===== src/rtl/adder_slice_sequencer_if.sv =====
// adder_slice_sequencer_if: start/done request bus for the multi-cycle wide adder.
interface adder_slice_sequencer_if #(parameter int W = 64);
    logic         start;
    logic         sub;
    logic         c_in;
    logic [W-1:0] a;
    logic [W-1:0] b;
    logic         busy;
    logic         done;
    logic [W-1:0] sum;
    logic         c_out;
    logic         overflow;
    modport master (output start, sub, c_in, a, b, input busy, done, sum, c_out, overflow);
    modport slave (input start, sub, c_in, a, b, output busy, done, sum, c_out, overflow);
endinterface


===== src/rtl/adder_slice_sequencer.sv =====
// adder_slice_sequencer: one SLICE_W-bit lookahead slice reused NUM_SLICES times for a wide add/sub.
// Define ADDSEQ_EARLY_DONE_EN to stop early once the remaining slices are known to be zero.
module adder_slice_sequencer #(
    parameter int SLICE_W    = 16,
    parameter int NUM_SLICES = 4
) (
    input  logic                    clk,
    input  logic                    rst,
    adder_slice_sequencer_if.slave  bus
);
    localparam int W  = SLICE_W * NUM_SLICES;
    localparam int G  = SLICE_W / 4;
    localparam int IW = (NUM_SLICES > 1) ? $clog2(NUM_SLICES) : 1;

    typedef enum logic [1:0] {IDLE, RUN, DONE} state_t;

    state_t         state, state_n;
    logic [W-1:0]   a_reg, b_reg, sum_r, sum_new;
    logic [IW-1:0]  idx;
    logic           carry, c_out_r, ovf_r, busy, done;
    logic [SLICE_W-1:0] sa, sb, sp, sg, ss;
    logic [G:0]     gc;
    logic           co, last, early, finish;

    assign sa = a_reg[idx*SLICE_W +: SLICE_W];
    assign sb = b_reg[idx*SLICE_W +: SLICE_W];
    assign sp = sa ^ sb;
    assign sg = sa & sb;
    assign gc[0] = carry;
    assign co = gc[G];

    // Each 4-bit unit resolves its carries in parallel from generate/propagate; units chain by group carry.
    for (genvar g = 0; g < G; g++) begin : g_cla
        logic [3:0] p, k;
        logic [4:0] c;
        assign p = sp[4*g +: 4];
        assign k = sg[4*g +: 4];
        assign c[0] = gc[g];
        assign c[1] = k[0] | (p[0] & c[0]);
        assign c[2] = k[1] | (p[1] & k[0]) | (p[1] & p[0] & c[0]);
        assign c[3] = k[2] | (p[2] & k[1]) | (p[2] & p[1] & k[0]) | (p[2] & p[1] & p[0] & c[0]);
        assign c[4] = k[3] | (p[3] & k[2]) | (p[3] & p[2] & k[1]) | (p[3] & p[2] & p[1] & k[0])
                    | (&p & c[0]);
        assign gc[g+1] = c[4];
        assign ss[4*g +: 4] = p ^ c[3:0];
    end

    assign last = idx == IW'(NUM_SLICES - 1);

`ifdef ADDSEQ_EARLY_DONE_EN
    logic sub_r;
    assign early = !last && !co && !sub_r && (((a_reg | b_reg) >> ((idx + 1) * SLICE_W)) == '0);
`else
    assign early = 1'b0;
`endif

    assign finish = last || early;

    always_comb begin
        sum_new = sum_r;
        sum_new[idx*SLICE_W +: SLICE_W] = ss;
        sum_new = early ? (sum_new & ~({W{1'b1}} << ((idx + 1) * SLICE_W))) : sum_new;
    end

    always_ff @(posedge clk or posedge rst) begin
        if (rst) state <= IDLE;
        else     state <= state_n;
    end

    always_comb begin
        state_n = (state == IDLE) ? (bus.start ? RUN : IDLE)
                : (state == RUN)  ? (finish ? DONE : RUN)
                :                   IDLE;
    end

    always_comb begin
        busy = state != IDLE;
        done = state == DONE;
    end

    always_ff @(posedge clk or posedge rst) begin
        if (rst) begin
            a_reg   <= '0;
            b_reg   <= '0;
            sum_r   <= '0;
            idx     <= '0;
            carry   <= 1'b0;
            c_out_r <= 1'b0;
            ovf_r   <= 1'b0;
        end else if (state == IDLE && bus.start) begin
            a_reg <= bus.a;
            b_reg <= bus.sub ? ~bus.b : bus.b;
            carry <= bus.sub | bus.c_in;
            idx   <= '0;
        end else if (state == RUN) begin
            sum_r <= sum_new;
            carry <= co;
            idx   <= idx + 1'b1;
            if (finish) begin
                c_out_r <= early ? 1'b0 : co;
                ovf_r   <= early ? 1'b0 : (a_reg[W-1] ^ b_reg[W-1] ^ sum_new[W-1] ^ co);
            end
        end
    end

`ifdef ADDSEQ_EARLY_DONE_EN
    always_ff @(posedge clk or posedge rst) begin
        if (rst)                            sub_r <= 1'b0;
        else if (state == IDLE && bus.start) sub_r <= bus.sub;
    end
`endif

    assign bus.busy     = busy;
    assign bus.done     = done;
    assign bus.sum      = sum_r;
    assign bus.c_out    = c_out_r;
    assign bus.overflow = ovf_r;
endmodule


===== src/flat_wrapper.sv =====
// flat-port wrapper written by rule: the top's interface ports become plain ports
module adder_slice_sequencer_flat 
#(
    parameter int SLICE_W    = 16,
    parameter int NUM_SLICES = 4
)
  (clk, rst, bus_start, bus_sub, bus_c_in, bus_a, bus_b, bus_busy, bus_done, bus_sum, bus_c_out, bus_overflow);
  adder_slice_sequencer_if bus_i ();
  input  logic clk;
  input  logic rst;
  input wire logic [$bits(bus_i.start)-1:0] bus_start;
  input wire logic [$bits(bus_i.sub)-1:0] bus_sub;
  input wire logic [$bits(bus_i.c_in)-1:0] bus_c_in;
  input wire logic [$bits(bus_i.a)-1:0] bus_a;
  input wire logic [$bits(bus_i.b)-1:0] bus_b;
  output wire logic [$bits(bus_i.busy)-1:0] bus_busy;
  output wire logic [$bits(bus_i.done)-1:0] bus_done;
  output wire logic [$bits(bus_i.sum)-1:0] bus_sum;
  output wire logic [$bits(bus_i.c_out)-1:0] bus_c_out;
  output wire logic [$bits(bus_i.overflow)-1:0] bus_overflow;
  assign bus_i.start = bus_start;
  assign bus_i.sub = bus_sub;
  assign bus_i.c_in = bus_c_in;
  assign bus_i.a = bus_a;
  assign bus_i.b = bus_b;
  assign bus_busy = bus_i.busy;
  assign bus_done = bus_i.done;
  assign bus_sum = bus_i.sum;
  assign bus_c_out = bus_i.c_out;
  assign bus_overflow = bus_i.overflow;
  adder_slice_sequencer #(.SLICE_W(SLICE_W), .NUM_SLICES(NUM_SLICES)) u_core (.clk(clk), .rst(rst), .bus(bus_i));
endmodule

===== config.mk =====
export PLATFORM = sky130hd
export DESIGN_NAME = adder_slice_sequencer_flat
export DESIGN_NICKNAME = d
export VERILOG_FILES = /design/src/rtl/adder_slice_sequencer_if.sv /design/src/rtl/adder_slice_sequencer.sv /design/src/flat_wrapper.sv
export SDC_FILE = /design/constraint.sdc
export NUM_CORES = 1
export LEC_CHECK = 0
export BUFFER_PORTS_ARGS = -buffer_cell sky130_fd_sc_hd__clkbuf_2
export CAP_MARGIN = 10
export CORE_MARGIN = 5
export CORE_UTILIZATION = 55
export CTS_CLUSTER_DIAMETER = 200
export CTS_CLUSTER_SIZE = 16
export DETAILED_ROUTE_END_ITERATION = 10
export HOLD_SLACK_MARGIN = 0.1
export PLACE_DENSITY_LB_ADDON = 0.15
export SETUP_SLACK_MARGIN = 0.05
export SLEW_MARGIN = 20
export SYNTH_ARGS = -nofsm -noshare
export SYNTH_HDL_FRONTEND = slang
export SYNTH_SLANG_ARGS = --single-unit

===== constraint.sdc =====
create_clock -name clk -period 6.55 [get_ports clk]
set_input_delay 0 -clock clk [delete_from_list [all_inputs] [get_ports clk]]
set_output_delay 0 -clock clk [all_outputs]
set_load 0.1 [all_outputs]

==> results.toml, run 1 <==
[outcome]
status = "finished clean"

[floorplanning]
die_area_mm2 = 0.0197
die_h_um = 140
io_pins = 201
core_area_mm2 = 0.0166
dieWidth_um = 140
initial_utilization_pct = 56.3
fp-row-count = 47

[detailed_routing]
drt_pre_antenna_iters = 5
drtIter0Drc = 451
antenna_left = 0
vias_per_cell = 5.40
wl_per_cell_um = 18.5
drc = 0
via_count = 7749
totalWireLength_um = 26500

[logic_synthesis]
yosysWarnings = 0
yosysSeqAreaShare_pct = 53.4
yosys_register_bits = 199
synth_largest_area_cell = "dfrtp_1"
synth_area_leaders = "dfrtp_1, nand2_1, mux4_2"
synth_nets = 1055
synth-edff-count = 0
yosys.cell_types.count = 39
syn_area_per_cell_um2 = 10.4
synth_top_area_share_pct = 53.4
syn_inst = 896
synthTopCellsByCount = "nand2_1, dfrtp_1, o21ai_0, xnor2_1, clkbuf_1"
netlist_area_mm2 = 0.00933
async_flop_share_pct = 100
yosysMostFrequentCell = "nand2_1"
ys.flop_type = "dfrtp_1"

[clock_network]
clockBufferDepth = 2
cts_resized = 0
cts.clk_slew.worst_paths_ns = 0.07
cts_buffers = 17
cts-root-buf = "clkbuf_16"
cts_sinks = 199
clk-insertion-delay-late_ns = 0.44
cts_max_level = 4
cts_tree = "yes"

[sta]
worst_clock_skew_ns = 0.0149
hold_ws_ns = 0.239
worst_slack_ns = 2.52
period_share_pct = 61.5
max_clock_freq_ghz = 0.248
tightest_slew_ns = 1.02
period_minus_slack_ns = 4.03
rsz0062_at_grt = "false"
final.setup.tns_ns = 0
drv_slew = 0
maxSlewHeadroom_pct = 31.9
finalHoldViolations = 0
setup_viol = 0

[worst_setup_path]
cpMaxStageDelayCell = "dfrtp_2"
r2r-end = "u_core.bus.sum[12]$_DFFE_PP0P_"
start_kind = "flop"
ff2ff_setup_slack_ns = 2.52
critical_path_class = "flop to flop"
crit_required_ns = 6.88
critPathArrivalTime_ns = 4.36
path_cells = "buf_4 > mux4_2 > ha_1 > a21oi_1 > nor2_1 > a211oi_2 > nand2_2 > nand3_1 > o21ai_1 > a21oi_1 > fa_1 > o21ai_0"
end_kind = "flop"
slowest_delay_ns = 0.66
path_common_cell = "a21oi_1"
crit_fanout = 28
r2r_start = "u_core.idx[0]$_DFFE_PP0P_"
worstRegToRegCells = 12

[placement]
place.gp.congestion = 0.854
hpwl_um = 16600
portBuffers = 200
dp_slack_ns = 2.57

[grt]
grt_use_total_pct = 27.8
overflow = 0
grt_max_degree = 117
antenna_found_initial = 1
grt_pass1_vias = 8058
grt_pass1_wl_um = 42900

[worst_hold_path]
hold_depth = 4
hold_end = "u_core.a_reg[54]$_DFFE_PP0P_"
min_path_type = "primary input to flop"
worstHoldStart = "bus_start"

[cells_and_area]
drive_gt1_share_pct = 23.1
nets = 1357
fin_util_pct = 74.6
multi_input_area_mm2 = 0.00412
regArea_mm2 = 0.00498
syn_to_final_growth_pct = 32.6
fill_cells = 1118

[job]
maxCapViolCount = 0
[placed cells by master, fill, tap and decap left out, types with 2 or more instances in the layout]
cell	Yosys	layout
nand2b_1	4	4
nor2_1	15	15
a22o_1	36	36
clkinvlp_4	0	4
clkbuf_16	0	17
o21ai_1	7	7
diode_2	0	3
dfrtp_1	199	197
fa_1	4	4
bufinv_16	0	2
nand3_1	11	11
clkbuf_2	0	199
or3_1	3	3
clkbuf_8	0	4
dfrtp_2	0	2
clkinv_2	0	2
nand2_1	299	298
o31ai_1	5	5
o21ai_0	88	88
xnor2_1	71	71
nor3_2	2	2
inv_1	11	10
a21oi_1	8	8
mux4_2	32	32
xor2_1	5	5
nor3_1	2	2
nor2b_1	4	4
a21o_1	2	2
a21oi_2	2	2
ha_1	22	22
buf_4	0	3
dlygate4sd3_1	0	130
[logic make-up (layout without fill, tap and decap cells)]
kind of cell | after synthesis | in the layout | synth area share [%]
xor gates and xnor gates | 78 | 78 | 7.55
and+or+nand+nor | 345 | 345 | 14.6
AOI/OAI and AO/OA | 154 | 154 | 10.3
muxes | 33 | 33 | 7.85
adders and majority gates | 26 | 26 | 3.81
other | 0 | 3 | 0
DFF | 199 | 199 | 53.4
buffers and inverters | 61 | 376 | 2.53
[worst max-delay path by stage]
stage                               from                             end  slack (ns)  cells after the start
6_report       u_core.idx[0]$_DFFE_PP0P_  u_core.bus.sum[12]$_DFFE_PP0P_        2.52                     12
5_1_grt        u_core.idx[0]$_DFFE_PP0P_  u_core.bus.sum[45]$_DFFE_PP0P_        2.16                     13
4_1_cts        u_core.idx[0]$_DFFE_PP0P_  u_core.bus.sum[12]$_DFFE_PP0P_        2.50                     12
3_5_place_dp   u_core.idx[0]$_DFFE_PP0P_  u_core.bus.sum[28]$_DFFE_PP0P_        2.57                     12
3_3_place_gp   u_core.idx[0]$_DFFE_PP0P_  u_core.bus.sum[61]$_DFFE_PP0P_        2.68                     13
2_1_floorplan                        rst     u_core.a_reg[0]$_DFFE_PP0P_        1.12                      1
[metal layers]
layer  track usage, %  share of wire [%]
met3             6.24                6.2
met4             12.5                4.5
met1             35.5                 39
met5                0                  0
met2             45.8                 50
[cell type report]
cell class,instances,area share [%]
diodes,3,0.0607
clock buffers,22,3.91
repair buffers,333,18.8
well taps,220,2.23
multi-input cells,636,33.3
inverters,11,0.394
clock inverters,10,0.951
flip-flops and latches,199,40.3
[through the flow]
| stage | std cells | area [µm²] |
|---|---|---|
| CTS | 1431 | 12400 |
| global route | 1432 | 12400 |
| floorplan | 896 | 9330 |
| detailed placement | 1269 | 10500 |
| global placement | 1269 | 10500 |
| finish | 1434 | 12400 |
[what timing repair did]
item,CTS,global route
buffers inserted,0,0
hold buffers,130,0
hold endpoints to repair,244,0
[worst max-delay path, delay by kind of cell, from the launching register on]
kind                     cells  cell delay, ns
AND/OR/NAND/NOR              3            0.33
adder cells (fa/ha/maj)      2            0.88
buffers and inverters        1            0.51
AO/OA/AOI/OAI                5            0.96
multiplexers                 1            0.56
flip-flops                   1            0.66
Power of run 1 is left out: the tool's default activity adds up to more than one toggle a clock period on the data nets, which glitch-free logic cannot reach.
==> run 2: changes to the inputs <==
--- a/config.mk
+++ b/config.mk
@@ -8,7 +8,7 @@
 export BUFFER_PORTS_ARGS = -buffer_cell sky130_fd_sc_hd__clkbuf_2
 export CAP_MARGIN = 10
 export CORE_MARGIN = 5
-export CORE_UTILIZATION = 55
+export CORE_UTILIZATION = 49
 export CTS_CLUSTER_DIAMETER = 200
 export CTS_CLUSTER_SIZE = 16
 export DETAILED_ROUTE_END_ITERATION = 10
==> constraint.sdc (replaced) <==
create_clock -name clk -period 3.3 [get_ports clk]
set_input_delay 0 -clock clk [delete_from_list [all_inputs] [get_ports clk]]
set_output_delay 0 -clock clk [all_outputs]
set_load 0.1 [all_outputs]
==> run 2 against run 1 <==
Wire length rose by 1.4%. Critical endpoint is now u_core.bus.sum[61]$_DFFE_PP0P_. Critical path type unchanged. Clock-buffer cell count fell by 2. First-iteration DRC count rose by 1.8%. Setup slack got worse by 2.4 ns.
==> results.toml, run 2 (synthesis gave the netlist of run 1 again) <==
[cells_and_area]
multi_input_area_mm2 = 0.00443
final_common_cell = "nand2_1"
fill_cells = 1378
drive_gt1_share_pct = 27.6
fin_util_pct = 69.7
syn_to_final_growth_pct = 39.8
n_antenna_cell = 0
regArea_mm2 = 0.00498
layout_common_cells = "nand2_1, clkbuf_2, dfrtp_1"
nets = 1384

[clock_network]
cts_max_level = 4
clockBufferDepth = 2
cts_tree = "yes"
cts_buffers = 17
clk-insertion-delay-late_ns = 0.42
cts-root-buf = "clkbuf_16"
cts_sinks = 199
cts.clk_slew.worst_paths_ns = 0.07

[detailed_routing]
vias_per_cell = 5.24
totalWireLength_um = 26800
antenna_left = 0
dr.max_layer_used = "met4"
via_count = 7703
dr_wl_met3_um = 1410
wl_per_cell_um = 18.2
drt_pre_antenna_iters = 5
wl_met1_um = 11300
drc = 0
drtIter0Drc = 459
wl_met2_um = 13600

[placement]
portBuffers = 200
hpwl_um = 17400
place.gp.congestion = 0.850

[grt]
antenna_found_initial = 0
grt_pass1_vias = 7831
grt_use_total_pct = 24.5
grt_pass1_wl_um = 41900
grt_max_degree = 200
overflow = 0

[floorplanning]
initial_utilization_pct = 49.9
core_area_mm2 = 0.0187
io_pins = 201
die_h_um = 148
dieWidth_um = 148
fp-row-count = 50
die_area_mm2 = 0.0219

[sta]
max_clock_freq_ghz = 0.317
period_minus_slack_ns = 3.15
tightest_slew_ns = 0.988
drv_slew = 0
rsz0062_at_grt = "false"
period_share_pct = 95.5
hold_ws_ns = 0.145
maxSlewHeadroom_pct = 34.1
setup_viol = 0
finalHoldViolations = 0
worst_clock_skew_ns = 0.00760

[outcome]
status = "finished clean"

[worst_setup_path]
start_kind = "flop"
critical_path_class = "flop to flop"
end_kind = "flop"
critPathArrivalTime_ns = 3.48
crit_fanout = 8
crit_required_ns = 3.63

[worst_hold_path]
min_path_type = "primary input to flop"

[job]
maxCapViolCount = 0
==> run 2: changes by cell type in the layout (fill, tap and decap cells not counted), moves of 4 or more <==
| cell | before | now |
|---|---|---|
| buf_4 | 3 | 23 |
| ha_1 | 22 | 8 |
| ha_4 | 0 | 13 |
| a21oi_1 | 8 | 1 |
| a21oi_2 | 2 | 8 |
| buf_12 | 0 | 5 |
| nand3_1 | 11 | 7 |
| o21ai_2 | 0 | 4 |
==> run 2: layer usage <==
metal / up-vias / global-route usage (%)
met2: 250 / 41.3
met1: 3750 / 32.5
met4: 0 / 6.65
met3: 44 / 4.81
met5: - / 0
li1: 3659 / -
==> run 2: area by class of cell <==
type / count / area share (%)
clock buffers: 20 / 3.58
clock inverters: 10 / 1.46
inverters: 11 / 0.345
multi-input cells: 636 / 34.0
flip-flops and latches: 199 / 38.2
well taps: 234 / 2.25
repair buffers: 360 / 20.2
==> run 2: repair_timing <==
action                     in CTS  in global routing
cloned                          1                  1
setup buffers                   1                 10
pin swaps                       0                 25
hold buffers                  130                  0
setup endpoints to repair       9                 15
resized for setup               9                 38
hold endpoints to repair      328                  0
==> run 2: through the flow <==
stage	setup WS, ns	TNS, ns	area, µm²	instances
global route	0.0242	0	13000	1470
finish	0.148	0	13000	1470
detailed placement	-0.0288	-0.0806	10600	1297
CTS	0.0538	0	12700	1459
floorplan	0.0541	0	9350	896
global placement	0.0668	0	10600	1297
==> run 2: path summary, 6_finish.rpt <==
kind | startpoint | end | slack (ns) | cells past startpoint
hold reg to reg | u_core.bus.sum[37]$_DFFE_PP0P_ | u_core.bus.sum[37]$_DFFE_PP0P_ | 0.48 | 2
max in group asynchronous | rst | u_core.a_reg[8]$_DFFE_PP0P_ | 2.11 | 5
setup reg to reg | u_core.idx[0]$_DFFE_PP0P_ | u_core.bus.sum[61]$_DFFE_PP0P_ | 0.15 | 13
hold / removal | bus_start | u_core.a_reg[49]$_DFFE_PP0P_ | 0.15 | 4
setup / recovery | u_core.idx[0]$_DFFE_PP0P_ | u_core.bus.sum[61]$_DFFE_PP0P_ | 0.15 | 13
min in group asynchronous | rst | u_core.a_reg[21]$_DFFE_PP0P_ | 0.19 | 4
==> run 2: critical path: stages, from the launching register on <==
cell	delay [ns]
dfrtp_2	0.48
buf_12	0.17
mux4_2	0.56
ha_4	0.32
nand3_2	0.09
nor2_4	0.13
o21ai_2	0.08
nand2_2	0.10
nand3_2	0.09
o21ai_2	0.19
a21oi_2	0.08
fa_2	0.40
xor2_4	0.18
o31ai_1	0.19
Power of run 2 is left out for the same reason.
